**src/rtl/seg7_scan_driver.sv**
```systemverilog
// Four-digit common-anode seven-segment scan driver.
// Frame-latched BCD digits, active-low anode/segment outputs, field blink.
module seg7_scan_driver #(
  parameter int REFRESH_DIV = 100000,
  parameter int BLINK_TICKS = 250
) (
  input  logic       clk,
  input  logic       reset_n,
  input  logic [3:0] minutes_tens,
  input  logic [3:0] minutes_units,
  input  logic [3:0] seconds_tens,
  input  logic [3:0] seconds_units,
  input  logic       blink_en,
  input  logic       blink_sel,
  output logic [3:0] anode,
  output logic [6:0] segments
);

  localparam int PW = (REFRESH_DIV > 1) ? $clog2(REFRESH_DIV) : 1;
  localparam int BW = (BLINK_TICKS > 1) ? $clog2(BLINK_TICKS) : 1;
  localparam logic [PW-1:0] P_LAST = PW'(REFRESH_DIV - 1);
  localparam logic [BW-1:0] B_LAST = BW'(BLINK_TICKS - 1);

  logic [PW-1:0]     presc_q, presc_d;
  logic [1:0]        idx_q, idx_d;
  logic [3:0][3:0]   shadow_q, shadow_d;
  logic [BW-1:0]     bcnt_q, bcnt_d;
  logic              phase_q, phase_d;
  logic [3:0]        anode_q, anode_d;
  logic [6:0]        seg_q, seg_d;
  logic              tick;
  logic [3:0]        digit;
  logic              blank;

  function automatic logic [6:0] bcd_to_seg(input logic [3:0] d);
    logic [6:0] s;
    case (d)
      4'd0:    s = 7'b1000000;
      4'd1:    s = 7'b1111001;
      4'd2:    s = 7'b0100100;
      4'd3:    s = 7'b0110000;
      4'd4:    s = 7'b0011001;
      4'd5:    s = 7'b0010010;
      4'd6:    s = 7'b0000010;
      4'd7:    s = 7'b1111000;
      4'd8:    s = 7'b0000000;
      4'd9:    s = 7'b0010000;
      default: s = 7'b1111111;
    endcase
    return s;
  endfunction

  // Prescaler, scan index, frame latch and blink timebase.
  always_comb begin
    tick     = (presc_q == P_LAST);
    presc_d  = tick ? '0 : presc_q + PW'(1);
    idx_d    = idx_q;
    shadow_d = shadow_q;
    bcnt_d   = bcnt_q;
    phase_d  = phase_q;
    if (tick) begin
      idx_d = idx_q + 2'd1;
      if (idx_q == 2'd3) begin
        shadow_d = {minutes_tens, minutes_units,
                    seconds_tens, seconds_units};
      end
      if (bcnt_q == B_LAST) begin
        bcnt_d  = '0;
        phase_d = ~phase_q;
      end else begin
        bcnt_d = bcnt_q + BW'(1);
      end
    end
  end

  // Next display step, built from post-tick index, digits and phase.
  always_comb begin
    digit   = shadow_d[idx_d];
    blank   = blink_en & phase_d &
              (blink_sel ? ~idx_d[1] : idx_d[1]);
    anode_d = anode_q;
    seg_d   = seg_q;
    if (tick) begin
      unique case (idx_d)
        2'd0: anode_d = 4'b1110;
        2'd1: anode_d = 4'b1101;
        2'd2: anode_d = 4'b1011;
        2'd3: anode_d = 4'b0111;
      endcase
      seg_d = bcd_to_seg(digit);
      if (blank) begin
        anode_d = 4'b1111;
        seg_d   = 7'b1111111;
      end
    end
  end

  // State and output registers; reset darkens the display at once.
  always_ff @(posedge clk or negedge reset_n) begin
    if (!reset_n) begin
      presc_q  <= '0;
      idx_q    <= '0;
      shadow_q <= '0;
      bcnt_q   <= '0;
      phase_q  <= 1'b0;
      anode_q  <= 4'b1111;
      seg_q    <= 7'b1111111;
    end else begin
      presc_q  <= presc_d;
      idx_q    <= idx_d;
      shadow_q <= shadow_d;
      bcnt_q   <= bcnt_d;
      phase_q  <= phase_d;
      anode_q  <= anode_d;
      seg_q    <= seg_d;
    end
  end

  assign anode    = anode_q;
  assign segments = seg_q;

endmodule

```
**config.mk**
```make
export PLATFORM = sky130hd
export DESIGN_NAME = seg7_scan_driver
export DESIGN_NICKNAME = d
export VERILOG_FILES = /design/src/rtl/seg7_scan_driver.sv
export SDC_FILE = /design/constraint.sdc
export NUM_CORES = 1
export LEC_CHECK = 0
export CAP_MARGIN = 20
export CORE_MARGIN = 5
export CORE_UTILIZATION = 51
export CTS_CLUSTER_SIZE = 14
export DETAILED_ROUTE_END_ITERATION = 6
export PLACE_DENSITY = 0.81
export SKIP_LAST_GASP = 1
export SLEW_MARGIN = 20
export SYNTH_ARGS = -nofsm -noshare
export SYNTH_HDL_FRONTEND = slang
export SYNTH_SLANG_ARGS = --single-unit
```
**constraint.sdc**
```tcl
create_clock -name clk -period 2.99 [get_ports clk]
set_input_delay 0.598 -clock clk [delete_from_list [all_inputs] [get_ports clk]]
set_output_delay 0.598 -clock clk [all_outputs]
set_load 0.01 [all_outputs]
```
-- Word level (Yosys, flattened, before mapping)
Memory sizes are Yosys's and may differ from the RTL's.
Cells that the tools add are included.
- logic and storage cells: 39
- ROM bits: 112
- bits in registers: 55
- memories: 1
- input bits: 20
- memories (memory ; words ; width ; read ports ; clocked after memory_dff ; write ports ; line ; text):
    (name not given) ; 16 ; 7 ; 1 ; 0 ; 0 ; 37 ; case (d)
- equality and inequality tests: 6
- mux-type cells: 13
- bitwise gates (word level): 4
- reduce and logical (&&, ||, !) cells: 1
- add/subtract/negate cells: 3
- $lt $le $gt $ge: 1
- operators with widths (kind ; number):
    $mux W16 ; 2
    $add A17 B1 Y17 const B ; 1
    $eq A17 B17 Y1 const B ; 1
    $mux W17 ; 1
    $pmux W4 S4 ; 1
    $add A8 B1 Y8 const B ; 1
    $bmux W4 S2 ; 1
    $eq A8 B8 Y1 const B ; 1
    $mux W4 ; 2
    $mux W8 ; 1
    $mux W7 ; 1
    $eq A2 B2 Y1 const B ; 3
    $lt A2 B3 Y1 const B ; 1
    $mux W1 ; 3
    $add A2 B1 Y2 const B ; 1
    $and A1 B1 Y1 ; 2
    $eq A2 B1 Y1 const B ; 1
    $logic_not A2 Y1 ; 1
    $mux W2 ; 1
    $not A1 Y1 ; 2

-- Logic depth before layout (Yosys ltp)
An unclocked memory read counts as a cell.
- depth in word-level cells: 7
- gate-level depth with buffers: 15
- depth with buffers taken out: 12

-- Worst setup path before layout
Ideal clock, no wire load.
- path kind: flip-flop to flip-flop
- start: register presc_q[0]
- end: register seg_q[4] (netlist: segments[4])
- cell stages (with the launch flop): 14
- path slack: 0.161 ns
- buffers on the path: 2
- required time: 2.897 ns
- arrival time: 2.737 ns
- clock period less this slack: 2.829 ns
- cells stage by stage: dfrtp_1 > ha_1 > and4_1 > buf_4 > and4_4 > buf_6 > nand2_2 > mux2_2 > o211a_1 > nor2_1 > ha_1 > inv_1 > o41ai_1 > a31oi_1
- RTL lines (element ; line ; text):
    start: declaration ; 24 ; logic [PW-1:0] presc_q, presc_d;
    start signal: assignment ; 109 ; presc_q <= presc_d;
    end signal: assignment ; 115 ; seg_q <= seg_d;
    end: declaration ; 30 ; logic [6:0] seg_q, seg_d;

-- Final worst setup path
- start: register presc_q[0]
- end: register seg_q[4] (netlist: segments[4])
- word-level cells in the longest chain between the ends: 6
- elaborated cells on any way between the ends: 12
- classes of those cells: eq/ne: 1; mux: 7; bitwise: 3; memory: 1
- ends and longest elaborated chain (element ; line ; text):
    $eq A17 B17 Y1 * ; 55 ; tick = (presc_q == P_LAST);
    $mux W16 / $mux W2 (equally long branches) ; 61 ; if (tick) begin
    $bmux W4 S2 / $not A1 Y1 (equally long branches) ; 78, 80 ;
    $mux W4 (implied by the code) / $mux W1 (equally long branches) ; 78, 80 ;
    $mem_v2 Z16 W7 / $and A1 B1 Y1 (equally long branches) ; - ;
    $mux W7 ; 91 ; if (blank) begin
Every way passes the cells marked *; elsewhere a longest branch is shown, timed or not. The select of a mux whose other input is x is not followed.
A chain may end at the register's enable or synchronous reset.

==> impl_metrics.csv <==
group,metric,value,unit
run_status,status,"finished, final reports clean",
floorplanning,die-width,86.53,um
worst_setup_path,crit_chain,"ha_1 -> and4_2 -> nand4_1 -> buf_4 -> o21ai_0 -> and3_1 -> a311oi_2 -> nor2_2 -> ha_1 -> inv_1 -> o41ai_1 -> a31oi_1",
clock_network,numClockSinks,55,
worst_setup_path,crit_slowest_cell,"sky130_fd_sc_hd__dfrtp_1",
place,placed_area,3376,um2
yosys,synth_simple_gate_area_share,17.93,%
place,place.detailed.instances,384,
pwr,vdd_ir_drop_max,0.2754,mV
floorplanning,core-area,5608,um2
yosys,postSynthCellCount,284,
yosys,yosysSeqAreaShare,46.54,%
worst_setup_path,r2r_slack,0.10,ns
timing,post-route-min-period,2.887,ns
place,place_congestion,0.8717,
timing,finClkSkew,0.01292,ns
timing,maxSlewViolCount,0,
worst_setup_path,crit_type,"register to register",
routing,wire_per_inst,16.17,um
timing,relSlewSlack,55.14,%
routing,drt-vias-per-instance,5.848,
worst_setup_path,reg2regPathDepth,12,
worst_setup_path,reg2reg_from,"presc_q[0]",
routing,detail_route.iter0.violations,125,
global_route,antenna_found_initial,0,
worst_setup_path,critPathCapture,"segments[4]",
yosys,area_of_the_mapped_netlist,2987,um2
clock_network,clkLatencyLatePin,0.32,ns
yosys,avgSynthCellArea,10.52,um2
yosys,synth_cell_types,52,
routing,routed-via-count,2310,
yosys,ys_dominant_reg_cell,"sky130_fd_sc_hd__dfrtp_1",
clock_network,cts_root_buf,"sky130_fd_sc_hd__clkbuf_8",
yosys,synth-seq-cells,55,
timing,setup_viol,0,
floorplanning,io-pin-count,31,
layout,layout-drive-gt1-share,18.27,%
yosys,yosys_warnings,0,
worst_setup_path,cp_max_fanout,8,
layout,final_core_util,62.99,%
worst_setup_path,critPathLaunch,"presc_q[0]",
layout,antennaDiodeCount,0,
global_route,grt_pass1_wl,10690,um
layout,layout_common_cells,"44 x sky130_fd_sc_hd__dfrtp_1, 29 x sky130_fd_sc_hd__clkdlybuf4s50_1, 27 x sky130_fd_sc_hd__nand2_1",
clock_network,numCtsBuffers,5,
floorplanning,design.die.area,7487,um2
clock_network,clk_pin_slew,0.11,ns
yosys,synthMuxAreaShare,9.133,%
routing,drc,0,
floorplanning,die_h,86.53,um
yosys,async_flop_share,100.0,%
layout,syn_to_final_growth,18.27,%
hold_path,worstHoldPathType,"input pin to asynchronous set/reset pin",
layout,layout_commonest_cell,"sky130_fd_sc_hd__dfrtp_1",
yosys,synth_top_family_by_area,"simple AND/OR/NAND/NOR gates",
worst_setup_path,critical_path.reg2reg.endpoint,"segments[4]",
global_route,via_count_of_the_first_global_routing_pass,2334,
global_route,grt_overflow,0,
clock_network,tritoncts,"yes",
yosys,yosys.area_share.xor_xnor,5.530,%
layout,final_net_count,351,
layout,finalInstanceArea,3532,um2
timing,rsz0062_at_grt,"true",
global_route,grt_start_max_net_pins,56,
worst_setup_path,critical_path.max_stage_delay,0.39,ns
yosys,synthAdderAreaFrac,3.770,%
yosys,netlist.top_cell.by_area,"sky130_fd_sc_hd__dfrtp_1",
pwr,power_per_cell_area,368.9,nW/um2
routing,drt_pass1_iterations,4,
pwr,p_total,1.303,mW
yosys,ranking_of_synthesized_cells_by_area,"sky130_fd_sc_hd__dfrtp_1 37%, sky130_fd_sc_hd__dfstp_2 9.7%, sky130_fd_sc_hd__mux2_2 4.5%, sky130_fd_sc_hd__ha_1 3.8%, sky130_fd_sc_hd__nand2_1 3.4%",
yosys,number_of_synthesized_flops_with_an_enable_pin,0,
place,hpwl_detailed,4280,um
clock_network,htree_levels,2,
worst_setup_path,worst_setup_start_kind,"register",
timing,tightest_slew,0.6730,ns
worst_setup_path,cp-end-kind,"register",
floorplanning,fp-row-count,27,
place,portBuffers,30,
worst_setup_path,cp_data_arrival_time,3.11,ns
pwr,power_leakage,1.521,nW
worst_setup_path,timing.critical_path.mode_cell,"sky130_fd_sc_hd__ha_1",
worst_setup_path,crit_required,3.22,ns
routing,detail-route-antenna-nets,0,
job,timing.max_cap.violations,0,
yosys,area_share_of_the_largest_cell_type_after_synthesis,36.87,%
timing,timing.final.hold_violations,0,
floorplanning,initial_core_util,53.26,%
global_route,groute.usage.overall,17.63,%
timing,hold_slack,0.3909,ns
yosys,synth_compound_area_share,12.95,%
timing,finalCritPeriodShare,96.57,%
routing,route.final.wire_length,6387,um
layout,layout.cells.non_filler,395,
yosys,synth_nets,313,
clock_network,cts-root-to-sink-buffers,2,
timing,fmax,346.3,MHz
-- where the power goes --
group          total [mW]  switching, mW  internal (mW)
clock network       0.472          0.251          0.221
registers           0.757        0.00514          0.752
logic              0.0746         0.0352         0.0394
total                1.30          0.291           1.01
-- layer usage --
layer  vias to the layer above  wire length, um  part of all wire, %  global-route usage, %
li1                       1106                -                    -                      -
met1                      1138             2823                   44                  21.94
met2                        53             3153                   49                  30.46
met3                        13              295                  4.6                  4.087
met4                         0              114                  1.8                  5.241
met5                         -                0                    0                      0
-- repair_timing --
action / CTS / global route
gates resized for setup: 0 / 5
hold endpoints to repair: 0 / 0
hold buffers: 0 / 0
endpoints found under the setup margin: 0 / 5
buffers inserted: 0 / 2
-- cell usage after synthesis (6+ instances only) --
library cell,count
sky130_fd_sc_hd__inv_1,12
sky130_fd_sc_hd__xor2_1,10
sky130_fd_sc_hd__and3_1,12
sky130_fd_sc_hd__a21oi_1,8
sky130_fd_sc_hd__clkbuf_1,6
sky130_fd_sc_hd__nor2_1,19
sky130_fd_sc_hd__mux2_2,12
sky130_fd_sc_hd__mux2i_1,7
sky130_fd_sc_hd__nand2_1,27
sky130_fd_sc_hd__nand3_1,13
sky130_fd_sc_hd__xnor2_1,7
sky130_fd_sc_hd__dfrtp_1,44
sky130_fd_sc_hd__o21ai_0,17
sky130_fd_sc_hd__ha_1,9
sky130_fd_sc_hd__dfstp_2,11
-- registers in the layout, indices dropped and copies added, names as in the netlist --
signal / flops
anode: 4
bcnt_q: 8
idx_q: 2
phase_q: 1
presc_q: 17
segments: 7
shadow_q: 16
-- metrics by stage --
step | TNS [ns] | worst slack [ns]
after floorplan | 0 | 0.1609
after global placement | 0 | 0.2109
after detailed placement | 0 | 0.1005
after CTS | 0 | 0.05564
after global routing | -0.05866 | -0.03361
final | 0 | 0.1027
-- kinds of logic (layout without fill, tap and decap cells) --
logic type,Yosys count,in the layout
AND/OR/NAND/NOR,100,101
AO/OA/AOI/OAI,55,55
flip-flops,55,55
buffers and inverters,25,63
multiplexers,22,22
XOR/XNOR,18,18
adder cells (fa/ha/maj),9,9
-- critical path: cells and delay by family (launching register included) --
kind	cells	cell delay, ns
AO/OA/AOI/OAI	4	0.83
adder cells (fa/ha/maj)	2	0.41
buffers and inverters	2	0.24
flip-flops	1	0.39
AND/OR/NAND/NOR	4	0.93
-- how the worst min path moves through the flow --
stage	slack (ns)	end	cells past startpoint
6_report	0.39	shadow_q[13]	2
4_1_cts	0.42	shadow_q[5]	2
2_1_floorplan	0.30	bcnt_q[0]	0
3_5_place_dp	0.47	shadow_q[12]	2
3_3_place_gp	0.45	shadow_q[12]	2
5_1_grt	0.46	bcnt_q[1]	2
-- final cells by class --
class	instances	area, um2
Tap cell	72	90.09
Clock inverter	2	17.52
Sequential cell	55	1390
Multi-Input combinational cell	205	1503
Clock buffer	6	93.84
Inverter	12	45.04
Fill cell	491	2076
Timing Repair Buffer	43	392.9
Power figures use the tool's default switching activity.
==> RTL edit 1, RTL diff (config.mk and constraints unchanged) <==
Reset style: synchronous (`reset_n`), changed in one clocked block.
--- a/src/rtl/seg7_scan_driver.sv
+++ b/src/rtl/seg7_scan_driver.sv
@@ -96,7 +96,7 @@
   end
 
   // State and output registers; reset darkens the display at once.
-  always_ff @(posedge clk or negedge reset_n) begin
+  always_ff @(posedge clk) begin
     if (!reset_n) begin
       presc_q  <= '0;
       idx_q    <= '0;
Formal check against the unedited RTL: no difference found for any inputs over 10 cycles, from zero or initial values and one cycle with reset_n low; that may be too few to reach the edited logic, so the function may still have changed.
==> RTL edit 1 against the original RTL <==
- total power fell by 5.6%
- sequential cell count did not move
- synthesized area fell by 11%
- worst hold slack improved by 87 ps
- routed wire length fell by 11%
- design area fell by 9.4%
- worst setup slack improved by 5.4 ps
- critical path type unchanged
- critical endpoint is now segments[3]
- highest routed layer unchanged
==> RTL edit 1: results (changes against the original RTL) <==
* Status: finished clean
* Yosys warns at 0 (unchanged)
* Syn Nets at 329 (+5.1%)
* Async SR Flop Fraction at 0% (-100 points)
* Peak VDD IR at 0.243 mV (-12%)
* Critical Path Max Stage Delay at 470 ps (+80 ps)
* Setup WS pre-CTS at 7.64 ps (-92.8 ps)
* Worst-path maximum fanout at 5 (-3)
* Critical Path AT at 3110 ps (about the same)
* M3 GR Usage at 4.71% (+0.63 points)
* Via count at 2,271 (-1.7%)
* Tmin final at 2880 ps (-5.43 ps)
* P_sw at 0.252 mW (-13%)
* Share of layout cells above drive strength 1 at 9.28% (-9.0 points)
* Routed wire length per instance at 14.1 microns (-13%)
* FF-to-FF Start: presc_q[0]
* Flop+latch power at 0.739 mW (-2%)
* Reg clk slew, reported paths at 90 ps (-20 ps)
* Worst R2R Path Depth at 10 (-2)
* Register area share after synthesis at 41.5% (-5.0 points)
* Leakage at 1.18 nW (-23%)
* Number of global-route vias before repair at 2,093 (-10%)
* DR iter-0 viols at 147 (+18%)
* CP Capture Point: segments[3]
* Post-synth top cells: dfxtp_1 (55), nor2_1 (36), nand2_1 (22), nand3_1 (22), xor2_1 (16)
* Netlist cell types at 43 (-17%)
* Tightest Hold Check Type: flop to flop
* # fillers at 433 (-12%)
* Final setup vio count at 0 (unchanged)
* Met3 Wirelength at 292 microns (-1.0%)
* Post-DP HPWL at 4130 microns (-3.6%)
* Met2 GRT Util at 27.8% (-2.7 points)
* Pin count of the biggest net entering global routing at 22 (-61%)
* Metal2 WL at 2540 microns (-19%)
* Hold depth at 1
* Post-cts sizing count at 1 (+1)
* Sw frac at 20.5% (-1.8 points)
* CTS max path bufs at 2 (unchanged)
* Post-DP Area at 3030 sq um (-10%)
* Worst hold slack at 478 ps (+86.7 ps)
* Met1 Usage GRT at 25.1% (+3.2 points)
* First-pass GRT wire length at 9580 microns (-10%)
* Commonest register cell after synthesis: dfxtp_1
* Drt pass-1 iters at 4 (unchanged)
* Tot GR Track Use at 18.5% (+0.82 points)
* Worst Hold End: presc_q[0]
* CP Launch Type: flop
* Hold path start: presc_q[0]
* Top Layer Used: met4
* GP Congestion at 0.935 (+7.2%)
* Placed Cells at 393 (+2.3%)
* Post-Synthesis Cells at 300 (+5.6%)
* Vias per inst at 5.62 (-3.9%)
* Comb pwr at 0.0485 mW (-35%)
* M1 WL at 2760 microns (-2.3%)
* Slowest-stage cell, CP: a2111o_1
* Nets at 362 (+3.1%)
* Synth area leaders: dfxtp_1 (42%), xor2_1 (5.3%), nor2_1 (5.1%), a21boi_0 (4.2%), ha_1 (4.2%)
* Slew HR at 65.8% (+11 points)
* Fin Clk Skew at 9.44 ps (-3.47 ps)
RTL edit 1: cell count changes in the layout (fill, tap and decap cells not counted), moves of 8 or more:
cell      delta
a21boi_0    +15
a22oi_1      +9
and3_1       -8
dfrtp_1     -44
dfstp_2     -11
dfxtp_1     +55
mux2_2      -12
nand3_1      +9
nor2_1      +18
RTL edit 1: cells by family after synthesis:
group | share of synthesized area (%)
DFF | 41.5
xor gates and xnor gates | 7.93
and+or+nand+nor | 22.8
buffers and inverters | 3.30
muxes | 1.61
AOI/OAI and AO/OA | 18.6
adders and majority gates | 4.25
RTL edit 1: final cells by class:
type / instances / area [sq um] / share of cell area (%)
well taps: 70 / 87.6 / 2.74
repair buffers: 40 / 379 / 11.8
inverters: 6 / 22.5 / 0.704
multi-input cells: 225 / 1510 / 47.2
flip-flops and latches: 55 / 1100 / 34.4
clock buffers: 8 / 100 / 3.13
==> RTL edit 2, RTL diff (config.mk and constraints unchanged) <==
Without the edit above. Change the parameter `REFRESH_DIV` from 100000 to 400000.
--- a/src/rtl/seg7_scan_driver.sv
+++ b/src/rtl/seg7_scan_driver.sv
@@ -1,7 +1,7 @@
 // Four-digit common-anode seven-segment scan driver.
 // Frame-latched BCD digits, active-low anode/segment outputs, field blink.
 module seg7_scan_driver #(
-  parameter int REFRESH_DIV = 100000,
+  parameter int REFRESH_DIV = 400000,
   parameter int BLINK_TICKS = 250
 ) (
   input  logic       clk,
Behaviour: no difference found for any inputs over 10 cycles, from zero or initial values and one cycle with reset_n low; that may be too few to reach the edited logic, so the function may still have changed.
==> RTL edit 2 against the original RTL <==
- via count up 17%
- combinational power up 34%
- sequential cell count up 2
- worst setup slack better by 63 ps
- worst hold slack better by 13 ps
- clock power up 92%
- routed wire length up 21%
- synthesized area up 12%
- final cell count up 15%
- design area up 17%
- total power up 38%
- largest cell class unchanged
- largest power group is now clock
==> RTL edit 2: results (changes against the original RTL) <==
* Post-Synth Adder-Cell Area at 3.36% (-0.41 points)
* Netlist cell types at 64 (+23%)
* Worst R2R Path Depth at 9 (-3)
* Finished Layout Cells at 454 (+15%)
* Routed wire length per instance at 17.0 microns (+5.0%)
* CTS H-tree depth at 3 (+1)
* Reg2reg end: segments[6]
* GP Congestion at 0.902 (+3.5%)
* Share of layout cells above drive strength 1 at 26.3% (+8.0 points)
* Drt pass-1 iters at 6 (+2)
* Pin count of the biggest net entering global routing at 58 (+3.6%)
* R2R Setup Slk at 170 ps (+60 ps)
* XOR/XNOR Fraction of Synth Area at 5.23% (-0.30 points)
* Avg Cell Area, Syn at 10.4 sq um (-1.3%)
* Met3 Wirelength at 468 microns (+59%)
* Leakage at 1.74 nW (+14%)
* Worst-path maximum fanout at 11 (+3)
* Post-DP HPWL at 5320 microns (+24%)
* FF-to-FF Start: presc_q[6]
* Fin Clk Skew at 10.3 ps (-2.57 ps)
* Tot GR Track Use at 19.6% (+2.0 points)
* Synth Area in Compound Gates at 16.2% (+3.2 points)
* Critical Path AT at 3090 ps (-20 ps)
* DR iter-0 viols at 152 (+22%)
* First-pass GRT wire length at 13,400 microns (+26%)
* Async SR Flop Fraction at 100% (unchanged)
* Vias per inst at 5.96 (+1.9%)
* Post-synth top cells: dfrtp_1 (46), nor2_1 (37), nand2_1 (21)
* Placed Cells at 435 (+13%)
* Critical Path Max Stage Delay at 600 ps (+210 ps)
* Slew HR at 52.1% (-3.0 points)
* Register area share after synthesis at 43.0% (-3.6 points)
* # fillers at 497 (+1.2%)
* Clock latency on the worst-skew pair at 340 ps (+20 ps)
* Peak VDD IR at 0.408 mV (+48%)
* Top Registers: presc_q (19), shadow_q (16), bcnt_q (8)
* Mux share of post-synthesis cell area at 9.52% (+0.39 points)
* Number of global-route vias before repair at 2,799 (+20%)
* Syn Nets at 352 (+12%)
* Status: finished clean
* Slowest-stage cell, CP: or4_4
* Synth area leaders: dfrtp_1 (34%), dfstp_2 (8.6%), mux2_2 (6.4%), nor2_1 (4.1%), ha_1 (3.4%)
* Cell family with most CP delay: compound AO/OA/AOI/OAI gates
* M1 WL at 3290 microns (+17%)
* Reg clk slew, reported paths at 70 ps (-40 ps)
-- RTL edit 2: cell type report --
type                    instances  area, sq um  area share (%)
multi-input cells             240         1820            44.1
clock inverters                 6          115            2.79
flip-flops and latches         57         1440            35.0
repair buffers                 54          475            11.5
inverters                      10         37.5           0.911
clock buffers                  10          138            3.34
well taps                      77         96.3            2.34
-- RTL edit 2: kinds of logic after synthesis --
group / after synthesis
buf+inv: 26
mux: 27
compound gates: 66
simple gates: 118
xor+xnor: 20
flops: 57
fa+ha+maj: 9
-- RTL edit 2: how the worst max path moves through the flow --
| stage | slack [ps] | cells after the start | to | start |
|---|---|---|---|---|
| after floorplan | 140 | 13 | segments[3] | presc_q[0] |
| after global placement | 90 | 9 | segments[6] | presc_q[12] |
| after detailed placement | -80 | 9 | segments[6] | presc_q[12] |
| after CTS | 9 | 12 | segments[3] | presc_q[0] |
| after global routing | -80 | 9 | segments[6] | presc_q[6] |
| final | 170 | 9 | segments[6] | presc_q[6] |
-- RTL edit 2: metal layers --
metal | vias up | track usage, %
li1 | 1273 | -
met1 | 1325 | 26.0
met2 | 90 | 30.5
met3 | 17 | 6.20
met4 | 0 | 6.72
met5 | - | 0
-- RTL edit 2: power breakdown --
group / total [mW] / switching [mW] / internal (mW)
sequential: 0.792 / 0.00874 / 0.783
clock: 0.904 / 0.325 / 0.579
combinational: 0.100 / 0.0484 / 0.0519
total: 1.80 / 0.382 / 1.41
-- RTL edit 2: stage by stage --
step                utilization [%]  hold WS (ps)  area [sq um]  worst slack, ps  power [mW]
floorplan                         -           302          3350              142       0.846
global placement               59.8           468          3820             85.1       0.900
detailed placement             59.8           480          3820            -78.9       0.903
CTS                            63.9           414          4080             8.83        1.81
global route                   64.5           475          4120            -84.6        1.87
finish                         64.5           404          4120              166        1.80
-- RTL edit 2: repair_timing --
item / in CTS / in global routing
setup endpoints to repair: 3 / 7
resized for setup: 2 / 6
hold endpoints to repair: 0 / 0
buffers inserted: 0 / 3
pin swaps: 2 / 3
-- RTL edit 2: worst register-to-register path, cell delays in order, from the launching register on --
cell	delay, ps
dfrtp_1	440
nand4_2	160
or4_4	600
a2111oi_1	360
o311ai_1	160
o22ai_2	220
inv_1	150
ha_1	240
o32ai_1	350
nor2_1	70
